## src/rtl/fb_rect_fill_if.sv

```systemverilog
// Command, grant and pixel-write bundle between a rectangle-fill engine and its neighbours.
// master: command/grant source; slave: the fill engine.
interface fb_rect_fill_if #(
    parameter int unsigned AW = 19,
    parameter int unsigned DW = 16
);
    logic          cmd_valid;
    logic          cmd_ready;
    logic [9:0]    cmd_x;
    logic [8:0]    cmd_y;
    logic [9:0]    cmd_w;
    logic [8:0]    cmd_h;
    logic [DW-1:0] cmd_color;
    logic          en;
    logic [AW-1:0] addr;
    logic [DW-1:0] dwrite;
    logic          wr;
    logic          busy;
    logic          done;

    modport master (
        output cmd_valid, cmd_x, cmd_y, cmd_w, cmd_h, cmd_color, en,
        input  cmd_ready, addr, dwrite, wr, busy, done
    );

    modport slave (
        input  cmd_valid, cmd_x, cmd_y, cmd_w, cmd_h, cmd_color, en,
        output cmd_ready, addr, dwrite, wr, busy, done
    );
endinterface

```

## src/rtl/fb_rect_fill.sv

```systemverilog
// Rectangle-fill engine: expands one fill command into row-major single-pixel framebuffer writes.
// Define FB_FILL_CLIP_EN to clip the rectangle to the visible H_RES x V_RES frame.
module fb_rect_fill #(
    parameter int unsigned H_RES = 640,
    parameter int unsigned V_RES = 480,
    parameter int unsigned AW    = 19,
    parameter int unsigned DW    = 16
) (
    input logic           clk,
    input logic           rst,
    fb_rect_fill_if.slave fb
);
    localparam int unsigned XW = 10;
    localparam int unsigned YW = 9;

    typedef enum logic [1:0] {S_IDLE, S_SETUP, S_FILL, S_DONE} state_t;

    if (H_RES == 0 || V_RES == 0) begin : g_bad_cfg
        $error("fb_rect_fill: H_RES and V_RES must be nonzero");
    end

    state_t        r_state;
    logic [XW-1:0] r_x;
    logic [YW-1:0] r_y;
    logic [XW-1:0] r_w;
    logic [YW-1:0] r_h;
    logic [DW-1:0] r_color;
    logic [XW-1:0] r_col;
    logic [YW-1:0] r_row;
    logic [AW-1:0] r_row_base;
    logic [AW-1:0] r_addr;
    logic [DW-1:0] r_dwrite;
    logic          r_wr;
    logic          r_busy;
    logic          r_done;

    logic [XW-1:0] w_w_eff;
    logic [YW-1:0] w_h_eff;
    logic          w_col_last;
    logic          w_row_last;

    // Effective rectangle size, evaluated in SETUP from the captured command.
`ifdef FB_FILL_CLIP_EN
    always_comb begin
        w_w_eff = r_w;
        w_h_eff = r_h;
        if (32'(r_x) >= H_RES || 32'(r_y) >= V_RES) begin
            w_w_eff = '0;
            w_h_eff = '0;
        end else begin
            if (32'(r_w) > H_RES - 32'(r_x)) w_w_eff = XW'(H_RES - 32'(r_x));
            if (32'(r_h) > V_RES - 32'(r_y)) w_h_eff = YW'(V_RES - 32'(r_y));
        end
    end
`else
    assign w_w_eff = r_w;
    assign w_h_eff = r_h;
`endif

    assign w_col_last = (r_col == r_w - XW'(1));
    assign w_row_last = (r_row == r_h - YW'(1));

    always_ff @(posedge clk or posedge rst) begin
        if (rst) begin
            r_state    <= S_IDLE;
            r_x        <= '0;
            r_y        <= '0;
            r_w        <= '0;
            r_h        <= '0;
            r_color    <= '0;
            r_col      <= '0;
            r_row      <= '0;
            r_row_base <= '0;
            r_addr     <= '0;
            r_dwrite   <= '0;
            r_wr       <= 1'b0;
            r_busy     <= 1'b0;
            r_done     <= 1'b0;
        end else begin
            r_wr   <= 1'b0;
            r_done <= 1'b0;
            case (r_state)
                S_IDLE: begin
                    if (fb.cmd_valid) begin
                        r_x     <= fb.cmd_x;
                        r_y     <= fb.cmd_y;
                        r_w     <= fb.cmd_w;
                        r_h     <= fb.cmd_h;
                        r_color <= fb.cmd_color;
                        r_busy  <= 1'b1;
                        r_state <= S_SETUP;
                    end
                end
                S_SETUP: begin
                    r_w        <= w_w_eff;
                    r_h        <= w_h_eff;
                    r_col      <= '0;
                    r_row      <= '0;
                    r_row_base <= AW'(r_y) * AW'(H_RES);
                    r_state    <= (w_w_eff != '0 && w_h_eff != '0) ? S_FILL : S_DONE;
                end
                S_FILL: begin
                    // A low grant holds position; addr/dwrite keep the last pixel.
                    if (fb.en) begin
                        r_wr     <= 1'b1;
                        r_addr   <= r_row_base + AW'(r_x) + AW'(r_col);
                        r_dwrite <= r_color;
                        if (w_col_last) begin
                            r_col      <= '0;
                            r_row      <= r_row + YW'(1);
                            r_row_base <= r_row_base + AW'(H_RES);
                            if (w_row_last) r_state <= S_DONE;
                        end else begin
                            r_col <= r_col + XW'(1);
                        end
                    end
                end
                S_DONE: begin
                    r_done  <= 1'b1;
                    r_busy  <= 1'b0;
                    r_state <= S_IDLE;
                end
                default: r_state <= S_IDLE;
            endcase
        end
    end

    assign fb.cmd_ready = (r_state == S_IDLE);
    assign fb.addr      = r_addr;
    assign fb.dwrite    = r_dwrite;
    assign fb.wr        = r_wr;
    assign fb.busy      = r_busy;
    assign fb.done      = r_done;
endmodule

```

## src/flat_wrapper.sv

```systemverilog
// flat-port wrapper written by rule: the top's interface ports become plain ports
module fb_rect_fill_flat 
#(
    parameter int unsigned H_RES = 640,
    parameter int unsigned V_RES = 480,
    parameter int unsigned AW    = 19,
    parameter int unsigned DW    = 16
)
  (clk, rst, fb_cmd_valid, fb_cmd_x, fb_cmd_y, fb_cmd_w, fb_cmd_h, fb_cmd_color, fb_en, fb_cmd_ready, fb_addr, fb_dwrite, fb_wr, fb_busy, fb_done);
  fb_rect_fill_if #(.AW(AW), .DW(DW)) fb_i ();
  input logic clk;
  input logic rst;
  input wire logic [$bits(fb_i.cmd_valid)-1:0] fb_cmd_valid;
  input wire logic [$bits(fb_i.cmd_x)-1:0] fb_cmd_x;
  input wire logic [$bits(fb_i.cmd_y)-1:0] fb_cmd_y;
  input wire logic [$bits(fb_i.cmd_w)-1:0] fb_cmd_w;
  input wire logic [$bits(fb_i.cmd_h)-1:0] fb_cmd_h;
  input wire logic [$bits(fb_i.cmd_color)-1:0] fb_cmd_color;
  input wire logic [$bits(fb_i.en)-1:0] fb_en;
  output wire logic [$bits(fb_i.cmd_ready)-1:0] fb_cmd_ready;
  output wire logic [$bits(fb_i.addr)-1:0] fb_addr;
  output wire logic [$bits(fb_i.dwrite)-1:0] fb_dwrite;
  output wire logic [$bits(fb_i.wr)-1:0] fb_wr;
  output wire logic [$bits(fb_i.busy)-1:0] fb_busy;
  output wire logic [$bits(fb_i.done)-1:0] fb_done;
  assign fb_i.cmd_valid = fb_cmd_valid;
  assign fb_i.cmd_x = fb_cmd_x;
  assign fb_i.cmd_y = fb_cmd_y;
  assign fb_i.cmd_w = fb_cmd_w;
  assign fb_i.cmd_h = fb_cmd_h;
  assign fb_i.cmd_color = fb_cmd_color;
  assign fb_i.en = fb_en;
  assign fb_cmd_ready = fb_i.cmd_ready;
  assign fb_addr = fb_i.addr;
  assign fb_dwrite = fb_i.dwrite;
  assign fb_wr = fb_i.wr;
  assign fb_busy = fb_i.busy;
  assign fb_done = fb_i.done;
  fb_rect_fill #(.H_RES(H_RES), .V_RES(V_RES), .AW(AW), .DW(DW)) u_core (.clk(clk), .rst(rst), .fb(fb_i));
endmodule
```

## config.mk

```make
export PLATFORM = sky130hd
export DESIGN_NAME = fb_rect_fill_flat
export DESIGN_NICKNAME = d
export VERILOG_FILES = /design/src/rtl/fb_rect_fill_if.sv /design/src/rtl/fb_rect_fill.sv /design/src/flat_wrapper.sv
export SDC_FILE = /design/constraint.sdc
export NUM_CORES = 1
export LEC_CHECK = 0
export BUFFER_PORTS_ARGS = -buffer_cell sky130_fd_sc_hd__buf_2
export CAP_MARGIN = 20
export CORE_ASPECT_RATIO = 1.2
export CORE_MARGIN = 3
export CORE_UTILIZATION = 25
export DETAILED_ROUTE_END_ITERATION = 7
export SYNTH_ARGS = -nofsm -noshare
export SYNTH_HDL_FRONTEND = slang
export SYNTH_SLANG_ARGS = --single-unit
```

## constraint.sdc

```tcl
create_clock -name clk -period 9.2 [get_ports clk]
set_input_delay 0 -clock clk [delete_from_list [all_inputs] [get_ports clk]]
set_output_delay 0 -clock clk [all_outputs]
set_load 0.01 [all_outputs]
```

* Word-level counts from Yosys, hierarchy flattened
Index checks and enable logic that the tools add are counted.
** Cells by class
- Add/subtract/negate cells :: 7
- Multipliers :: 1
- Equality and inequality tests :: 9
- Mux-type cells :: 20
- Reductions and logical operators :: 12
** Operators with widths (count)
- adder 19 x 10 -> 19 bit :: 2
- 2-to-1 mux 19 bit :: 2
- one-hot mux 19 bit (2 select lines) :: 1
- 2-to-1 mux 10 bit :: 2
- one-hot mux 10 bit (2 select lines) :: 1
- adder 19 x 10 -> 19 bit, second input constant :: 1
- 2-to-1 mux 9 bit :: 2
- one-hot mux 9 bit (2 select lines) :: 1
- multiplier 9 x 3 -> 12 bit, second input constant :: 1
- adder 10 x 1 -> 10 bit, second input constant :: 1
- == test 10 bit :: 1
- nonzero test 10 bit :: 1
- subtractor 10 x 1 -> 10 bit, second input constant :: 1
- adder 9 x 1 -> 9 bit, second input constant :: 1
- == test 9 bit :: 1
- nonzero test 9 bit :: 1
- subtractor 9 x 1 -> 9 bit, second input constant :: 1
- 2-to-1 mux 2 bit :: 4
- one-hot mux 2 bit (4 select lines) :: 1
- AND reduction 2 bit :: 4
- 2-to-1 mux 1 bit :: 5
- == test 2 bit, second input constant :: 2
- != test 2 x 1 -> 1 bit, second input constant :: 2
- != test 2 bit, second input constant :: 2
- other kinds (7) :: 8
** Storage, ports and cells
- Register bits :: 132

* Logic depth before layout (Yosys ltp)
- Depth in word-level cells :: 6
- Mapped depth :: 11
- Mapped depth without buffers :: 11

* Worst setup path after synthesis
OpenSTA, ideal clock, no wires.
- Kind :: register to register
- Start point :: register u_core.r_w[0]
- End point :: register u_core.r_state[1]
- Arrival :: 2.615 ns
- Required time :: 9.075 ns
- Setup slack :: 6.461 ns
- Cell stages (with the launch flop) :: 10
- Buffers on the path :: 0
- Period minus slack after synthesis :: 2.739 ns
- Path through :: dfrtp_1 > inv_1 > ha_1 > or4b_4 > or2_1 > o211a_1 > a211oi_1 > a41oi_1 > a21oi_1 > mux2_2
** Between the ends
- Word-level cells in the longest chain between the ends :: 4
** Ends and longest elaborated chain
- start: declaration :: RTL line fb_rect_fill.sv:25 : logic [XW-1:0] r_w;
- start signal: assignment :: RTL line fb_rect_fill.sv:87 : r_w <= fb.cmd_w;
- start signal: assignment :: RTL line fb_rect_fill.sv:95 : r_w <= w_w_eff;
- subtractor 10 x 1 -> 10 bit :: RTL line fb_rect_fill.sv:60 : assign w_col_last = (r_col == r_w - XW'(1));
- == test 10 bit :: RTL line fb_rect_fill.sv:60
- != test 2 x 1 -> 1 bit (no line)
- AND reduction 4 bit (no line)
- end signal: assignment :: RTL line fb_rect_fill.sv:100 : r_state <= (w_w_eff != '0 && w_h_eff != '0) ? S_FILL : S_DONE;
- end: declaration :: RTL line fb_rect_fill.sv:22 : state_t r_state;
No other way between the ends.
A chain may end at the register's enable or synchronous reset.

* Final worst setup path
- Start point :: register u_core.r_w[0]
- End point :: register u_core.r_row_base[18]
** Between the ends
- Word-level cells in the longest chain between the ends :: 4
** Ends and longest elaborated chain
- subtractor 10 x 1 -> 10 bit :: RTL line fb_rect_fill.sv:60
- == test 10 bit :: RTL line fb_rect_fill.sv:60
- != test 2 x 1 -> 1 bit (no line)
- AND reduction 3 bit (no line)
- end signal: assignment :: RTL line fb_rect_fill.sv:99 : r_row_base <= AW'(r_y) * AW'(H_RES);
- end signal: assignment :: RTL line fb_rect_fill.sv:111 : r_row_base <= r_row_base + AW'(H_RES);
- end: declaration :: RTL line fb_rect_fill.sv:30 : logic [AW-1:0] r_row_base;
No other way between the ends.

==> results by group <==
Global route
  – Vias in the first global route: 5139
  – Largest net degree at the start of global routing: 75
  – Total track usage: 11.2%
  – Congestion Overflow GR: 0
  – Antenna violations before repair: 0
  – First-pass GRT wire length: 26600 µm

Pwr
  – Pleak: 4.00 nW
  – Power density over cell area: 349 nW/µm²
  – Peak VDD IR: 0.150 mV

Clocking
  – H-tree Lvls: 4
  – Root buffer cell: clkbuf_16
  – CTS buffer count: 17
  – CTS max path bufs: 2
  – Post-cts sizing count: 0
  – Sink Count: 125
  – CTS tree: yes
  – Clk_lat worst skew: 0.43 ns
  – Worst-path clk slew: 0.06 ns

Die
  – Ports: 97
  – Core ar.: 26700 µm²
  – Row count: 65
  – Die Y: 188 µm
  – Die footprint: 29500 µm²
  – Starting Density: 25.8%
  – Die width: 157 µm

Logic synthesis
  – Netlist cell types: 56
  – Syn Std Cell Area: 6880 µm²
  – Sequential element share of the synthesized area: 45.5%
  – Yosys reg bits: 125
  – Top_reg_cell synth: dfrtp_1
  – EDFF count, synth: 0
  – Synth Area in Simple Gates: 12.3%
  – Mux contribution to synthesized area: 13.4%
  – Post-Syn Instances: 640
  – Synth top area share: 45.5%
  – Async SR Flop Fraction: 100%
  – Average size of a mapped cell: 10.7 µm²
  – Main area contributors after synthesis: dfrtp_1 (45%), mux2_2 (12%), ha_1 (7.3%)
  – Compound-Gate Fraction of Synth Area: 11.5%
  – Xor and xnor fraction of the mapped netlist area: 5.73%
  – Largest family of logic cells by synthesized area: multiplexers
  – Mapped Nets: 743
  – Post-Synth Adder-Cell Area: 8.73%
  – YS warnings: 0
  – Yosys top cell by area: dfrtp_1

Setup path
  – Setup crit start kind: flop
  – CP arrival: 3.67 ns
  – Cells along the critical path: inv_1 -> ha_1 -> or4b_4 -> or2_1 -> o211a_1 -> a22o_1 -> o31ai_4 -> buf_4 -> nand2_1 -> a22o_1
  – CP Max Fanout: 24
  – Crit-path max cell delay: 0.51 ns
  – Top cell family by delay on the critical path: compound AO/OA/AOI/OAI gates
  – Worst EP required: 9.51 ns
  – CP Class: flop to flop
  – CP max-delay cell: or4b_4
  – Buf+Inv Stages, Crit Path: 2
  – CP Capture Type: flop
  – Most frequent CP cell: a22o_1

Finish
  – Most common cell after layout, fill and taps aside: dfrtp_1
  – Area Growth Syn to Fin: 29.1%
  – Share of post-route cells with drive strength above 1: 27.1%
  – Nets: 892
  – Commonest non-fill, non-tap cells in the layout: dfrtp_1 (125), buf_2 (96), mux2_2 (73)
  – N_diodes: 0

Routing
  – Drt first-iter violations: 227
  – WL/cell: 14.0 µm
  – 1st-pass router iterations: 4
  – Final WL: 16000 µm
  – Avg Vias per Cell: 4.55
  – Antenna-violating nets left: 0
  – Routed via count: 5173
  – Drt drc: 0

STA
  – Final hold violations: 0
  – Post-layout min period: 3.36 ns
  – Final worst-path cycle share: 36.5%
  – Max-slew violations: 0
  – Final setup viols: 0
  – Setup_tns: 0 ns
  – Max Fclk: 298 MHz
  – Unrepaired setup endpoints after global routing: false
  – Slew margin rel.: 36.0%
  – Fin Hold WS: 0.200 ns
  – Worst slew pin tran: 0.960 ns
  – Clock skew: 0.0124 ns

Placement
  – Count of input and output buffers: 96
  – Final GP Congestion: 0.783
  – Hpwl dp: 11500 µm

Status
  – Status: finished, final reports clean

Job
  – Max_cap viols: 0

Hold path
  – Hold Path Class: input port to flop
[tightest hold or removal path: cells and delay by family]
family	cells	cell delay [ns]
AND/OR/NAND/NOR	2	0.15
buffers and inverters	2	0.35
AO/OA/AOI/OAI	1	0.06
[cells by family after synthesis]
group / Yosys count
compound gates: 120
xor+xnor: 45
fa+ha+maj: 45
buf+inv: 46
flops: 125
mux: 83
simple gates: 176
[through the flow]
| step | util (%) | worst slack [ns] | total power, mW | area [µm²] | std cells |
|---|---|---|---|---|---|
| 2_1_floorplan | - | 5.87 | 2.02 | 6880 | 640 |
| 3_3_place_gp | 28.8 | 5.94 | 2.35 | 7690 | 1049 |
| 3_5_place_dp | 28.8 | 5.86 | 2.39 | 7690 | 1049 |
| 4_1_cts | 33.3 | 5.83 | 3.14 | 8880 | 1136 |
| 5_1_grt | 33.3 | 5.56 | 3.37 | 8880 | 1136 |
| 6_report | 33.3 | 5.84 | 3.10 | 8880 | 1136 |
[sequential cells by signal, indices dropped and copies added (netlist names)]
| signal | count |
|---|---|
| u_core.fb.busy | 1 |
| u_core.r_h | 9 |
| u_core.r_col | 10 |
| u_core.fb.done | 1 |
| u_core.fb.wr | 1 |
| u_core.r_state | 2 |
| u_core.r_w | 10 |
| u_core.r_x | 10 |
| u_core.fb.addr | 19 |
| u_core.r_row | 9 |
| u_core.r_row_base | 12 |
| u_core.fb.dwrite | 16 |
| u_core.r_color | 16 |
| u_core.r_y | 9 |
[Yosys cell counts, drive strengths merged (2+ instances only)]
cell type / count
inv: 20
o41ai: 2
fa: 5
a221o: 2
o31a: 3
buf: 4
o311ai: 2
o211a: 3
a41oi: 2
nor2: 30
mux2: 73
o21a: 2
o2111ai: 5
a31oi: 5
xor2: 23
and2: 3
xnor2: 22
a22o: 2
clkbuf: 22
nand3: 13
nand2: 67
dfrtp: 125
o31ai: 5
nand4: 11
or3: 3
nand3b: 4
o21ai: 39
nor3b: 4
nor3: 14
a211oi: 2
a21o: 6
ha: 40
a21oi: 26
o22ai: 4
nand2b: 10
mux2i: 10
nor2b: 4
or2: 8
[cell type report]
type,count,area (µm²)
Tap cell,335,419
Multi-Input combinational cell,469,3560
Fill cell,2725,17800
Clock buffer,18,439
Timing Repair Buffer,156,1070
Inverter,20,77.6
Clock inverter,13,191
Sequential cell,125,3130
[metal layers]
metal,up-vias,global-route usage [%],routed length [µm]
met5,-,0,0
met4,0,3.67,281
met3,21,2.65,432
met2,82,17.2,7520
met1,2485,15.5,7730
li1,2585,-,-
[final timing paths]
path	startpoint	endpoint	slack (ns)	cells after the start
worst min register to register	u_core.fb.addr[12]	u_core.fb.addr[12]	0.47	2
worst max register to register	u_core.r_w[0]	u_core.r_row_base[18]	5.84	10
worst min-delay path	fb_en	u_core.fb.addr[2]	0.20	5
max in group asynchronous	rst	u_core.r_y[4]	7.57	4
worst max-delay path	u_core.r_w[0]	u_core.r_row_base[18]	5.84	10
min in group asynchronous	rst	u_core.fb.wr	0.22	3
[power breakdown]
group | total [mW] | switching (mW) | internal [mW]
Sequential | 1.02 | 0.222 | 0.797
Clock | 0.716 | 0.257 | 0.460
Combinational | 1.36 | 0.702 | 0.661
Total | 3.10 | 1.18 | 1.92
[repair_timing]
item / CTS / global route
endpoints found under the hold margin: 106 / 0
hold buffers: 56 / 0
buffers inserted: 0 / 0
Power figures use the tool's default switching activity.
